===== src/rtl/results_receiver.sv =====
// Loader side of the CPU-bus result/input transfer: assembles 32-bit beats into
// RAM words and writes header counts, T values and row-major X values to port A.
module results_receiver #(
  parameter int ADDRESS_WIDTH         = 13,
  parameter int DATA_WIDTH            = 64,
  parameter int NUMBER_OF_T_ADDRESS   = 1,
  parameter int NUMBER_OF_X_ADDRESS   = 2,
  parameter int STARTING_OF_T_ADDRESS = 3,
  parameter int STARTING_OF_X_ADDRESS = 10,
  parameter int COUNTER_SIZE          = 8
) (
  input  logic                     CLK,
  input  logic                     RST,
  input  logic                     Receiving_Enable,
  input  logic                     CPU_Valid,
  input  logic [31:0]              CPU_Bus,
  output logic                     RAM_Write_Enable,
  output logic [ADDRESS_WIDTH-1:0] RAM_Address,
  output logic [DATA_WIDTH-1:0]    RAM_Data,
  output logic                     Done_Receiving,
  output logic                     Error
);

  typedef enum logic [2:0] {IDLE, HDR_T, HDR_X, RECV_T, RECV_X, DONE, ERR} state_t;

  localparam logic [COUNTER_SIZE-1:0] ONE = COUNTER_SIZE'(1);

  state_t                   state_q, state_d;
  logic [COUNTER_SIZE-1:0]  num_of_T, num_of_X, t_idx, x_idx;
  logic                     active, accept, last_x, last_t;
  logic                     word_vld_p0;
  logic [DATA_WIDTH-1:0]    word_p0;
  logic [COUNTER_SIZE-1:0]  word_cnt;
  logic [ADDRESS_WIDTH-1:0] wr_addr;

  // A header is unusable if either count is zero, the T values would spill
  // into the X region, or the X block would run past the end of the RAM.
  function automatic logic header_illegal(input logic [COUNTER_SIZE-1:0] nt,
                                          input logic [COUNTER_SIZE-1:0] nx);
    logic [63:0] span;
    span = 64'(STARTING_OF_X_ADDRESS) + 64'(nt) * 64'(nx);
    return (nt == '0) || (nx == '0) ||
           (32'(nt) > 32'(STARTING_OF_X_ADDRESS - STARTING_OF_T_ADDRESS)) ||
           (span > (64'd1 << ADDRESS_WIDTH));
  endfunction

  // Stage p0: beat assembly into a complete word
  generate
    if (DATA_WIDTH == 64) begin : g_w64
      logic [31:0] half_q;
      logic        half_full;

      always_ff @(posedge CLK) begin
        if (RST) begin
          half_full <= 1'b0;
          half_q    <= '0;
        end else if (!(active && Receiving_Enable)) begin
          half_full <= 1'b0;
        end else if (accept) begin
          half_full <= ~half_full;
          if (!half_full) half_q <= CPU_Bus;
        end
      end

      assign word_vld_p0 = accept && half_full;
      assign word_p0     = {half_q, CPU_Bus};
    end else begin : g_w32
      assign word_vld_p0 = accept;
      assign word_p0     = CPU_Bus;
    end
  endgenerate

  assign word_cnt = word_p0[COUNTER_SIZE-1:0];
  assign last_x   = (x_idx == num_of_X - ONE);
  assign last_t   = (t_idx == num_of_T - ONE);

  always_ff @(posedge CLK) begin
    if (RST) state_q <= IDLE;
    else     state_q <= state_d;
  end

  always_comb begin
    state_d = state_q;
    case (state_q)
      IDLE:   if (Receiving_Enable) state_d = HDR_T;
      HDR_T:  if (!Receiving_Enable) state_d = IDLE;
              else if (word_vld_p0) state_d = HDR_X;
      HDR_X:  if (!Receiving_Enable) state_d = IDLE;
              else if (word_vld_p0)
                state_d = header_illegal(num_of_T, word_cnt) ? ERR : RECV_T;
      RECV_T: if (!Receiving_Enable) state_d = IDLE;
              else if (word_vld_p0) state_d = RECV_X;
      RECV_X: if (!Receiving_Enable) state_d = IDLE;
              else if (word_vld_p0 && last_x) state_d = last_t ? DONE : RECV_T;
      DONE, ERR: if (!Receiving_Enable) state_d = IDLE;
      default: state_d = IDLE;
    endcase
  end

  always_comb begin
    active = (state_q == HDR_T) || (state_q == HDR_X) ||
             (state_q == RECV_T) || (state_q == RECV_X);
    accept = active && Receiving_Enable && CPU_Valid;
    Error  = (state_q == ERR);
  end

  always_comb begin
    wr_addr = '0;
    case (state_q)
      HDR_T:  wr_addr = ADDRESS_WIDTH'(NUMBER_OF_T_ADDRESS);
      HDR_X:  wr_addr = ADDRESS_WIDTH'(NUMBER_OF_X_ADDRESS);
      RECV_T: wr_addr = ADDRESS_WIDTH'(STARTING_OF_T_ADDRESS) + ADDRESS_WIDTH'(t_idx);
      RECV_X: wr_addr = ADDRESS_WIDTH'(STARTING_OF_X_ADDRESS) + ADDRESS_WIDTH'(x_idx) +
                        ADDRESS_WIDTH'(num_of_X) * ADDRESS_WIDTH'(t_idx);
      default: wr_addr = '0;
    endcase
  end

  // Stage p1: registered RAM write and index bookkeeping
  always_ff @(posedge CLK) begin
    if (RST) begin
      RAM_Write_Enable <= 1'b0;
      RAM_Address      <= '0;
      RAM_Data         <= '0;
      Done_Receiving   <= 1'b0;
      num_of_T         <= '0;
      num_of_X         <= '0;
      t_idx            <= '0;
      x_idx            <= '0;
    end else begin
      RAM_Write_Enable <= word_vld_p0;
      // Done lags the final strobe by one cycle and drops as soon as enable falls.
      Done_Receiving   <= (state_q == DONE) && (state_d == DONE);
      if (word_vld_p0) begin
        RAM_Address <= wr_addr;
        RAM_Data    <= word_p0;
        case (state_q)
          HDR_T:  num_of_T <= word_cnt;
          HDR_X:  begin
            num_of_X <= word_cnt;
            t_idx    <= '0;
          end
          RECV_T: x_idx <= '0;
          RECV_X: begin
            if (!last_x) begin
              x_idx <= x_idx + ONE;
            end else if (!last_t) begin
              t_idx <= t_idx + ONE;
              x_idx <= '0;
            end
          end
          default: ;
        endcase
      end
    end
  end

endmodule


===== config.mk =====
export PLATFORM = sky130hd
export DESIGN_NAME = results_receiver
export DESIGN_NICKNAME = d
export VERILOG_FILES = /design/src/rtl/results_receiver.sv
export SDC_FILE = /design/constraint.sdc
export NUM_CORES = 1
export LEC_CHECK = 0
export ABC_AREA = 1
export CAP_MARGIN = 20
export CORE_MARGIN = 1
export CORE_UTILIZATION = 39
export DETAILED_ROUTE_END_ITERATION = 8
export PLACE_DENSITY = 0.66
export SLEW_MARGIN = 10
export SYNTH_ARGS = -nofsm -noshare
export SYNTH_HDL_FRONTEND = slang
export SYNTH_SLANG_ARGS = --single-unit

===== constraint.sdc =====
create_clock -name CLK -period 5.8 [get_ports CLK]
set_clock_uncertainty 0.1 [all_clocks]
set_input_delay 1.45 -clock CLK [delete_from_list [all_inputs] [get_ports CLK]]
set_output_delay 1.45 -clock CLK [all_outputs]
set_load 0.02 [all_outputs]

# After elaboration in Yosys (flattened, before gate mapping)

Cells that the tools add are included.
Widths: inputs -> output; s select.

Shifts and indexed selects: 0
Reductions and logical operators: 23
$lt $le $gt $ge: 2
Bitwise operators: 2
$add $sub $neg: 8
$mul: 2
Eq/ne operators: 12
Div/mod/pow operators: 0
Mux-type cells: 20

Operator list:

| kind                  | number |
|---|---|
| $pmux 13 s4           | 1 |
| $mux 3                | 12 |
| $mux 8                | 4 |
| $pmux 8 s2            | 2 |
| $pmux 3 s6            | 1 |
| $add 4x16->17 const A | 1 |
| $gt 17x14->1 const B  | 1 |
| $add 8x1->8 const B   | 2 |
| $eq 8x8->1            | 2 |
| $logic_not 8->1       | 2 |
| $mul 8x8->16          | 1 |
| $sub 8x1->8 const B   | 2 |
| $add 9x13->13         | 1 |
| $mul 8x8->13          | 1 |
| $eq 3x3->1 const B    | 4 |
| $add 2x8->9 const A   | 1 |
| $add 4x8->9 const A   | 1 |
| $gt 8x3->1 const B    | 1 |
| $eq 3x2->1 const B    | 2 |
| $logic_or 1x1->1      | 6 |
| $reduce_and 3->1      | 2 |
| $logic_and 1x1->1     | 5 |
| $ne 2x2->1 const B    | 2 |
| $reduce_and 2->1      | 2 |
| other kinds (7)       | 10 |

Input bits: 36
Memories: 0
Latch bits: 0
Memory bits (writable): 0
Register bits: 147
Word-level logic and storage cells: 80
Output and inout bits: 80
ROM bits: 0

# Depth between registers and ports, before layout

Depth after elaboration: 13
Depth in mapped cells: 30
Mapped depth without buffers: 29

# Least setup slack after synthesis

No wires, ideal clock.

Kind: input to register
Start point: in CPU_Bus[7]
End point: reg state_q[0]
Slack: 0.240 ns
Library setup time: 0.128 ns
Buffers on the path: 1
Arrival time: 5.333 ns
Stages on the path: 22
Data required time: 5.572 ns
Cell sequence: clkbuf_1 -> nand2_1 -> fa_1 -> fa_1 -> inv_1 -> fa_1 -> inv_1 -> fa_1 -> inv_1 -> ha_1 -> nand2_1 -> nor2_1 -> a21oi_1 -> o21ai_0 -> xor2_1 -> nand2_1 -> nand2_1 -> nand2_1 -> nand2_1 -> nand2_1 -> nand2_1 -> nor2_1

Longest elaborated chain between the ends: 8
Elaborated cells on any way between the ends: 11
Those cells by class: 1 x add/sub; 1 x mul; 1 x order compare; 4 x mux; 4 x reduce/logical

Ends and longest elaborated chain:

| item                                                     | line   | RTL |
|---|---|---|
| start, declared                                          | 16     | `input logic [31:0] CPU_Bus,` |
| $mul 8x8->16 / $logic_not 8->1 (equally long branches)   | 41, 42 |  |
| $add 4x16->17 / $logic_or 1x1->1 (equally long branches) | 41, 42 |  |
| $gt 17x14->1 / $logic_or 1x1->1 (equally long branches)  | 44, 42 |  |
| $logic_or 1x1->1 *                                       | 43     | `(32'(nt) > 32'(STARTING_OF_X_ADDRESS - STARTING_OF_T_ADDRESS)) \|\|` |
| $mux 3 *                                                 | 90     | `state_d = header_illegal(num_of_T, word_cnt) ? ERR : RECV_T;` |
| $mux 3 *                                                 | 89     | `else if (word_vld_p0)` |
| $mux 3 *                                                 | 88     | `HDR_X: if (!Receiving_Enable) state_d = IDLE;` |
| $pmux 3 s6 *                                             | 84     | `case (state_q)` |
| end signal, assigned                                     | 79     | `else state_q <= state_d;` |
| end, declared                                            | 28     | `state_t state_q, state_d;` |

Mark *: on every way between the ends. The rest lies on a longest branch, timed or not.
A chain may end at the register's enable or synchronous reset.

# Final worst setup path

Start point: in CPU_Bus[4]
End point: reg state_q[0]

The elaborated chain is that of the path after synthesis.

==> reports/results.md <==
| Group | Item | This run |
|---|---|---|
| global routing | GRT Total Usage | 20.30% |
| critical path | Critical path required time | 5980 ps |
| timing | Final total negative setup slack | 0 ps |
| timing | Max_slew headroom | 45.84% |
| global routing | Largest net degree at the start of global routing | 73 |
| synth | Number of register bits inferred by synthesis | 147 |
| final layout | Count of nets after finishing | 1855 |
| power and ir drop | Worst ir drop on vdd | 0.2153 mV |
| critical path | Worst path arrival time | 5520 ps |
| final layout | Most frequent standard cell in the layout excluding fill and tap cells | nand2_1 |
| critical path | Crit end category | flop |
| cts | TritonCTS Sinks | 147 |
| final layout | Top library cells by usage in the layout, fill and taps aside | 346 x nand2_1, 295 x inv_1, 147 x dfxtp_1, 123 x nand3_1, 111 x o21ai_0 |
| final layout | Diode insertion count for antenna repair | 0 |
| global routing | Wire length of the first global-routing pass | 47690 um |
| cts | Number of buffers added for setup after CTS | 0 |
| floorplan | Effective utilization at floorplan | 39.86% |
| cts | Number of levels in the clock H-tree | 4 |
| final layout | Final core occ | 48.30% |
| cts | Library cell used as clock root buffer | clkbuf_16 |
| routing | DR iter-0 viols | 654 |
| routing | Total via count in the routed design | 10.06k |
| floorplan | Die area | 0.02931 sq mm |
| synth | Share of the yosys chip area belonging to registers | 26.36% |
| timing | Transition at the pin with the smallest max-transition slack | 812.4 ps |
| synth | Synth warn | 0 |
| min path | Class of the tightest hold or removal check | reg -> reg |
| synth | Post-Synthesis Net Count | 1745 |
| min path | Instance count along the most critical hold path | 2 |
| cts | Clock tree buffer depth | 2 |
| flow run | Number of maximum-capacitance violations | 0 |
| final layout | Area growth from synthesis to layout | 21.17% |
| routing | Iteration count of the initial detailed-routing pass | 5 |
| critical path | CP startpoint kind | input port |
| critical path | Largest driver fanout on the critical path | 5 |
| power and ir drop | Leak Pwr | 6.807 nW |
| cts | Clock slew at the register clock pins of the worst setup and hold paths | 60 ps |
| timing | Final slew viol count | 0 |
| floorplan | Row count | 61 |
| timing | Maximum clock frequency | 0.1873 GHz |
| routing | Wirelength per Cell | 14.25 um |
| floorplan | X dimension of the die | 171.2 um |
| critical path | Setup Crit Path Kind | in -> reg |
| global routing | Via count of the first global-routing pass | 9684 |
| global routing | Number of antenna violations at the first check in global routing | 0 |
| timing | Unrepaired setup endpoints after global routing | no |
| synth | Count of cell types in the netlist | 46 |
| critical path | Register-to-Register Path Depth | 17 |
| cts | Post-cts hold buffer count | 0 |
| synth | Cell area after technology mapping | 0.01117 sq mm |
| floorplan | Die H | 171.2 um |
| place | Number of buffers inserted by port buffering | 115 |
| power and ir drop | Power per cell area | 167.4 mW/mm^2 |
| cts | Total clock buffers created by CTS | 17 |
| timing | Final critical-path share of the clock period | 92.05% |
| routing | Remaining DRCs | 0 |
| synth | Mean area per synthesized cell | 7.218 sq um |
| routing | WL final | 29190 um |
| place | Final GP Congestion | 0.8786 |
| routing | Per-cell via count in the routed design | 4.913 |
| floorplan | Area of the core region | 0.02801 sq mm |
| global routing | Overall overflow remaining after global route | 0 |
| timing | Final Setup Violations | 0 |
| synth | Instance count of the mapped netlist | 1547 |
| final layout | Fraction of final layout cells sized beyond drive strength 1 | 8.084% |
| cts | TritonCTS clock tree | done |
| place | DP Wirelength | 22120 um |
| outcome | Status | finished clean |
| timing | Number of failing hold endpoints at the final stage | 0 |
| routing | Final ANT Viol Nets | 0 |
| floorplan | Number of ports placed on the die boundary | 116 |
| timing | Min cycle time layout | 5339 ps |
| cts | Skew-Pair Late Insertion Delay | 430 ps |
## layer usage
metal / track usage (%) / routed length, um
met1: 26.41 / 13260
met2: 35.10 / 14200
met3: 2.830 / 1303
met4: 5.396 / 427
met5: 0 / 0
## where the power goes
group          leakage (nW)  total (mW)  switching [mW]  internal [mW]
Sequential             1.19        1.02         0.00423           1.02
Clock                 0.289        1.13           0.511          0.619
Combinational          5.33       0.110          0.0644         0.0458
## area by class of cell
cell class / count / area (sq um)
clock buffer: 17 / 425.4
clock inverter: 15 / 191.4
fill: 2799 / 14480
inverter: 302 / 1139
multi-input combinational: 1020 / 6756
sequential: 147 / 2943
tap: 378 / 473.0
timing repair buffer: 169 / 1602
## path summary, 6_finish.rpt
path               startpoint               end  slack (ps)
max                CPU_Bus[4]        state_q[0]         460
min          g_w64.half_q[21]  g_w64.half_q[21]         350
max reg2reg       num_of_X[2]   RAM_Address[12]         790
min reg2reg  g_w64.half_q[21]  g_w64.half_q[21]         350
## sequential cells by signal (all words and copies together) (netlist names)
name	flops
num_of_T	8
num_of_X	8
x_idx	8
RAM_Write_Enable	1
state_q	3
RAM_Address	13
t_idx	8
g_w64.half_q	32
RAM_Data	64
g_w64.half_full	1
Done_Receiving	1
## synth_stat cells, drive strengths merged
library cell | number | share of area [%]
a21oi | 94 | 4.3
o31ai | 1 | 0.067
a21o | 1 | 0.067
o211ai | 1 | 0.067
nor3b | 1 | 0.067
o22ai | 1 | 0.056
nand4 | 14 | 0.78
o21ai | 116 | 5.2
nand2 | 357 | 12
nor2 | 72 | 2.9
or2 | 8 | 0.45
xor2 | 23 | 1.9
nand3 | 124 | 5.7
a211oi | 2 | 0.13
clkbuf | 44 | 1.5
ha | 82 | 9.2
fa | 80 | 14
buf | 34 | 1.9
a32oi | 1 | 0.078
a31oi | 6 | 0.34
clkinv | 1 | 0.045
o2111ai | 2 | 0.16
o21bai | 3 | 0.20
nor3 | 16 | 0.81
dfxtp | 147 | 26
xnor2 | 11 | 0.86
inv | 301 | 10
a221oi | 1 | 0.078
nand3b | 3 | 0.20
## cells by family after synthesis
logic type	share of synthesized area [%]
AND/OR/NAND/NOR	23.04
adder cells (fa/ha/maj)	23.53
buffers and inverters	13.61
AO/OA/AOI/OAI	10.72
flip-flops	26.36
XOR/XNOR	2.734
## metrics by stage
stage	power (mW)	cells	hold slack (ps)	worst slack, ps	instance area, sq um
after global routing	2.341	2048	364.1	95.96	13530
after CTS	2.277	2047	347.6	26.11	13450
after global placement	1.155	2015	333.0	-405.3	12830
final	2.265	2048	346.8	461.2	13530
after detailed placement	1.156	2015	338.4	-456.9	12830
after floorplan	1.100	1547	324.5	239.5	11170
## worst max-delay path, cell delays in order
cell and delay (ps):
dlymetal6s2s_1 200, nand2_1 100, inv_1 70, fa_1 550, fa_1 440, fa_1 540
inv_1 50, fa_1 520, inv_1 40, ha_1 340, nand2_1 110, nand2_1 70
nand2_1 80, nand2_1 70, a21oi_1 160, o21ai_0 110, xor2_1 160, nand2_1 90
nand2_2 120, nand2_1 60, nand2_1 60, nand2_1 50, nand2_1 50, nor2_1 30
## timing repair
action                     4_1_cts  5_1_grt
pin swaps                        0        0
setup endpoints to repair        2        2
resized for setup                1       20
(Power assumes the default switching activity.)
==> edit 1: new RTL, same settings <==
Register the output `Error`, cleared by the reset; this adds one clock of latency there. The other outputs are not delayed to match.
--- a/src/rtl/results_receiver.sv
+++ b/src/rtl/results_receiver.sv
@@ -24,6 +24,8 @@
   typedef enum logic [2:0] {IDLE, HDR_T, HDR_X, RECV_T, RECV_X, DONE, ERR} state_t;
 
   localparam logic [COUNTER_SIZE-1:0] ONE = COUNTER_SIZE'(1);
+
+  logic Error_d;
 
   state_t                   state_q, state_d;
   logic [COUNTER_SIZE-1:0]  num_of_T, num_of_X, t_idx, x_idx;
@@ -101,7 +103,7 @@
     active = (state_q == HDR_T) || (state_q == HDR_X) ||
              (state_q == RECV_T) || (state_q == RECV_X);
     accept = active && Receiving_Enable && CPU_Valid;
-    Error  = (state_q == ERR);
+    Error_d = (state_q == ERR);
   end
 
   always_comb begin
@@ -155,5 +157,13 @@
     end
   end
 
+  always_ff @(posedge CLK) begin
+    if (RST) begin
+      Error <= '0;
+    end else begin
+      Error <= Error_d;
+    end
+  end
+
 endmodule
 
Check against the original RTL: not equivalent (a bounded check fails within 10 cycles, from zero or initial values and one cycle with RST high).
==> edit 1 against the unedited design <==
Cell area decreased by 1.5%. Sequential share of layout area increased by 0.49 points. Hold slack improved by 0.0059 ns. Wire length about the same. Total power decreased by 2.0%. Worst setup slack got worse by 0.021 ns. Sequential cell count increased by 1. First-iteration DRC count increased by 20%. Synthesized area decreased by 0.24%. Largest power group unchanged. Highest routed layer unchanged.
==> edit 1: results (changes against the unedited design) <==
| Metric | Value |
|---|---|
| LEAKAGE | 6.63 nW (-2.6%) |
| Most frequent cells after synthesis | nand2_1 (341), inv_1 (297), dfxtp_1 (148), nand3_1 (117), a21oi_1 (92) |
| Worst r2r src | t_idx[4] |
| Share of cells above drive strength 1 | 6.38% (-1.7 points) |
| Vias post-DR | 10,013 (-0.49%) |
| Sink of the worst hold path | g_w64.half_q[18] |
| Outcome | completed |
| Routability Congestion | 0.884 (+0.61%) |
| Worst path arrival time | 5.56 ns (+0.04 ns) |
| Number of distinct library cells after synthesis | 48 (+4.3%) |
| Hold WS | 0.353 ns (+0.00595 ns) |
| Fin nets | 1,832 (-1.2%) |
| Initial DRC Count | 783 (+20%) |
| Drt first pass iters | 7 (+2) |
| HPWL after DPL | 22,200 µm (+0.44%) |
| R2R Setup Slk | 0.86 ns (+0.07 ns) |
| Syn nets | 1,731 (-0.80%) |
| Final worst setup slack | 0.441 ns (-0.0205 ns) |
| M2 GR Usage | 33.9% (-1.2 points) |
| First-pass GRT wire length | 47,900 µm (+0.51%) |
| Crit Path Max Fanout | 4 (-1) |
| All-layer global routing usage | 20.4% (+0.15 points) |
| FILL cells | 2,807 (+0.29%) |
| Vias in the first global route | 9,572 (-1.2%) |
| GRT met3 Usage | 3.01% (+0.18 points) |
| Synth top area cells | dfxtp_1 (27%), fa_1 (14%), nand2_1 (11%) |
| Critical register-to-register path endpoint | RAM_Address[10] |
| Seq/Total Area, Yosys | 26.6% (+0.24 points) |
-- edit 1: where the power goes --
part           internal [mW]  total [mW]  switching, mW
sequential              1.03        1.03        0.00377
clock                  0.581        1.08          0.500
combinational         0.0426       0.109         0.0666
-- edit 1: worst max path at each step --
stage / startpoint / to / cells after the start
2_1_floorplan: CPU_Bus[7] / state_q[2] / 25
3_3_place_gp: CPU_Bus[6] / state_q[0] / 26
3_5_place_dp: CPU_Bus[6] / state_q[0] / 26
4_1_cts: CPU_Bus[6] / state_q[0] / 26
5_1_grt: CPU_Bus[6] / state_q[2] / 25
6_report: CPU_Bus[7] / state_q[0] / 26
-- edit 1: tightest hold or removal path: cells and delay by family (launching register included) --
family / cells / cell delay, ns
flops: 1 / 0.30
compound gates: 1 / 0.05
buf+inv: 1 / 0.06
-- edit 1: metrics by stage --
stage | util, % | setup TNS, ns | std cells
after global routing | 47.7 | 0 | 2025
after global placement | 45.6 | -0.608 | 1993
final | 47.7 | 0 | 2025
after detailed placement | 45.6 | -0.720 | 1993
after CTS | 47.6 | 0 | 2025
after floorplan | - | 0 | 1533
-- edit 1: final cells by class --
cell class / count / area, µm² / share of cell area [%]
Clock inverter: 14 / 131 / 0.986
Tap cell: 378 / 473 / 3.55
Timing Repair Buffer: 158 / 1490 / 11.2
Inverter: 305 / 1150 / 8.60
Clock buffer: 18 / 439 / 3.30
Sequential cell: 148 / 2960 / 22.2
Multi-Input combinational cell: 1004 / 6680 / 50.1
-- edit 1: per-layer routing --
layer / part of all wire [%] / vias to the layer above
li1: - / 4958
met1: 46 / 4808
met2: 48 / 221
met3: 5.2 / 26
met4: 0.86 / 0
met5: 0 / -
-- edit 1: cells by family after synthesis --
family                   after synthesis  synth area share (%)
adder cells (fa/ha/maj)              162                  23.6
AND/OR/NAND/NOR                      582                  22.7
AO/OA/AOI/OAI                        222                  10.5
flip-flops                           148                  26.6
buffers and inverters                381                  13.5
XOR/XNOR                              38                  3.11
-- edit 1: repair_timing --
action / 4_1_cts / 5_1_grt
hold buffers: 0 / 0
setup endpoints to repair: 0 / 2
resized for setup: 0 / 9
==> edit 2: new RTL, config.mk and constraints unchanged <==
Without the edit above. Change the parameter `DATA_WIDTH` from 64 to 32.
--- a/src/rtl/results_receiver.sv
+++ b/src/rtl/results_receiver.sv
@@ -2,7 +2,7 @@
 // RAM words and writes header counts, T values and row-major X values to port A.
 module results_receiver #(
   parameter int ADDRESS_WIDTH         = 13,
-  parameter int DATA_WIDTH            = 64,
+  parameter int DATA_WIDTH            = 32,
   parameter int NUMBER_OF_T_ADDRESS   = 1,
   parameter int NUMBER_OF_X_ADDRESS   = 2,
   parameter int STARTING_OF_T_ADDRESS = 3,
Interface: changed (resized RAM_Data); port bits go from 116 to 84. No check against the original RTL was run, so the function may have changed too.
==> edit 2 against the unedited design <==
Register-to-register slack improved by 0.14 ns. Synthesized area shrank 20%. Critical path type unchanged. Via count down 20%. Cell area down 22%. Worst setup slack got worse by 0.092 ns. Sequential cell count decreased by 65. Wire length is 24% lower.
Power is not compared: it rests on default switching activity, and its combinational part moved more than twofold at a synthesized area within 25%.
==> edit 2: results (changes against the unedited design) <==
| Metric | Value |
|---|---|
| Top cell type's share of synthesized area | 18.4% (-7.9 points) |
| Synth top area cells | dfxtp_1 (18%), fa_1 (18%), nand2_1 (12%) |
| CTS Buf Count | 9 (-8) |
| Post-route insts no fill | 1,633 (-20%) |
| Syn nets | 1,471 (-16%) |
| R2R Setup Slk | 0.93 ns (+0.14 ns) |
| Worst min path class | reg2reg |
| Outcome | completed |
| Htree depth | 3 (-1) |
| Biggest regs | RAM_Data (32), RAM_Address (13) |
| Most frequent cells after synthesis | nand2_1 (288), inv_1 (245), nor2_1 (121), dfxtp_1 (82), ha_1 (82) |
| DP Area | 10,100 µm² (-21%) |
| Mean Syn Cell Area | 7.01 µm² (-2.9%) |
| FF+latch area | 1640 µm² (-44%) |
| Seq/Total Area, Yosys | 18.4% (-7.9 points) |
| Vias post-DR | 8,013 (-20%) |
| All-layer global routing usage | 19.3% (-0.97 points) |
| Sink of the worst hold path | RAM_Address[10] |
| Final period utilization | 93.6% (+1.6 points) |
| Avg WL per Cell | 13.6 µm (-4.7%) |
| Routability Congestion | 0.831 (-5.4%) |
| Setup crit start | CPU_Bus[6] |
| Vias in the first global route | 7,624 (-21%) |
| Fin nets | 1,546 (-17%) |
| Worst path arrival time | 5.55 ns (+0.03 ns) |
| Clock Path Buffers | 2 (unchanged) |
| HPWL after DPL | 17,400 µm (-22%) |
| Worst-Skew Late Latency | 0.34 ns (-0.09 ns) |
| Share of cells above drive strength 1 | 7.98% (-0.10 points) |
| Number of buffers added on ports | 83 (-28%) |
| Worst slew pin tran | 0.709 ns (-0.104 ns) |
| Antenna violations before repair | 0 (unchanged) |
| Largest net degree at the start of global routing | 60 (-18%) |
| Hold WS | 0.368 ns (+0.0211 ns) |
| R2R cell count | 15 (-2) |
| Place WS | -0.380 ns (+0.0771 ns) |
| Drt first pass iters | 5 (unchanged) |
| Crit Path Max Fanout | 6 (+1) |
| FILL cells | 2,233 (-20%) |
| Worst hold start | RAM_Address[10] |
| Worst r2r src | t_idx[4] |
| Number of distinct library cells after synthesis | 51 (+11%) |
edit 2: layer usage:
metal / vias to the layer above / share of wire, % / track usage [%]
met5: - / 0 / 0
met4: 0 / 0.81 / 3.08
met3: 20 / 4.1 / 2.24
met2: 152 / 47 / 32.7
met1: 3794 / 48 / 26.8
li1: 4047 / - / -
edit 2: how the worst max path moves through the flow:
stage | end | cells past startpoint
after floorplan | state_q[2] | 25
after global placement | state_q[2] | 25
after detailed placement | state_q[2] | 25
after CTS | state_q[2] | 25
after global routing | state_q[0] | 26
final | state_q[2] | 25
edit 2: kinds of logic (layout without fill, tap and decap cells):
group	count (synthesis)	after routing	synth area share, %
simple gates	516	516	24.5
buf+inv	316	396	14.0
compound gates	157	157	9.58
fa+ha+maj	162	162	29.5
flops	82	82	18.4
xor+xnor	40	40	4.10
edit 2: area by class of cell:
class / instances / share of cell area [%]
inverters: 259 / 9.34
clock inverters: 7 / 0.571
repair buffers: 121 / 10.8
flip-flops and latches: 82 / 15.6
well taps: 280 / 3.33
multi-input cells: 875 / 58.2
clock buffers: 9 / 2.14
edit 2: what timing repair did:
item | 4_1_cts | 5_1_grt
pin swaps | 0 | 20
cloned | 0 | 0
setup endpoints to repair | 2 | 2
gates resized for setup | 2 | 27
endpoints found under the hold margin | 0 | 0
buffers inserted | 0 | 0
edit 2: where the power goes:
| group | switching [mW] | internal, mW | leakage, nW |
|---|---|---|---|
| Clock | 0.258 | 0.299 | 0.136 |
| Sequential | 0.0127 | 0.575 | 0.664 |
| Combinational | 0.126 | 0.107 | 4.72 |
edit 2: worst max-delay path: stages:
cell and delay, ns:
dlygate4sd2_1 0.34, nand2_1 0.12, fa_1 0.50, fa_1 0.55, inv_1 0.05, fa_1 0.52
inv_1 0.05, fa_1 0.53, inv_1 0.06, ha_4 0.28, nand2_2 0.07, nor2_2 0.13
nand3_1 0.10, nand2_1 0.08, nand2_1 0.04, nand2_1 0.05, nand2_1 0.05, nor2_1 0.08
nand3_1 0.07, nand2_1 0.08, nand2_2 0.09, nand2_1 0.07, nand2_1 0.05, nand2_1 0.06
a21oi_1 0.06
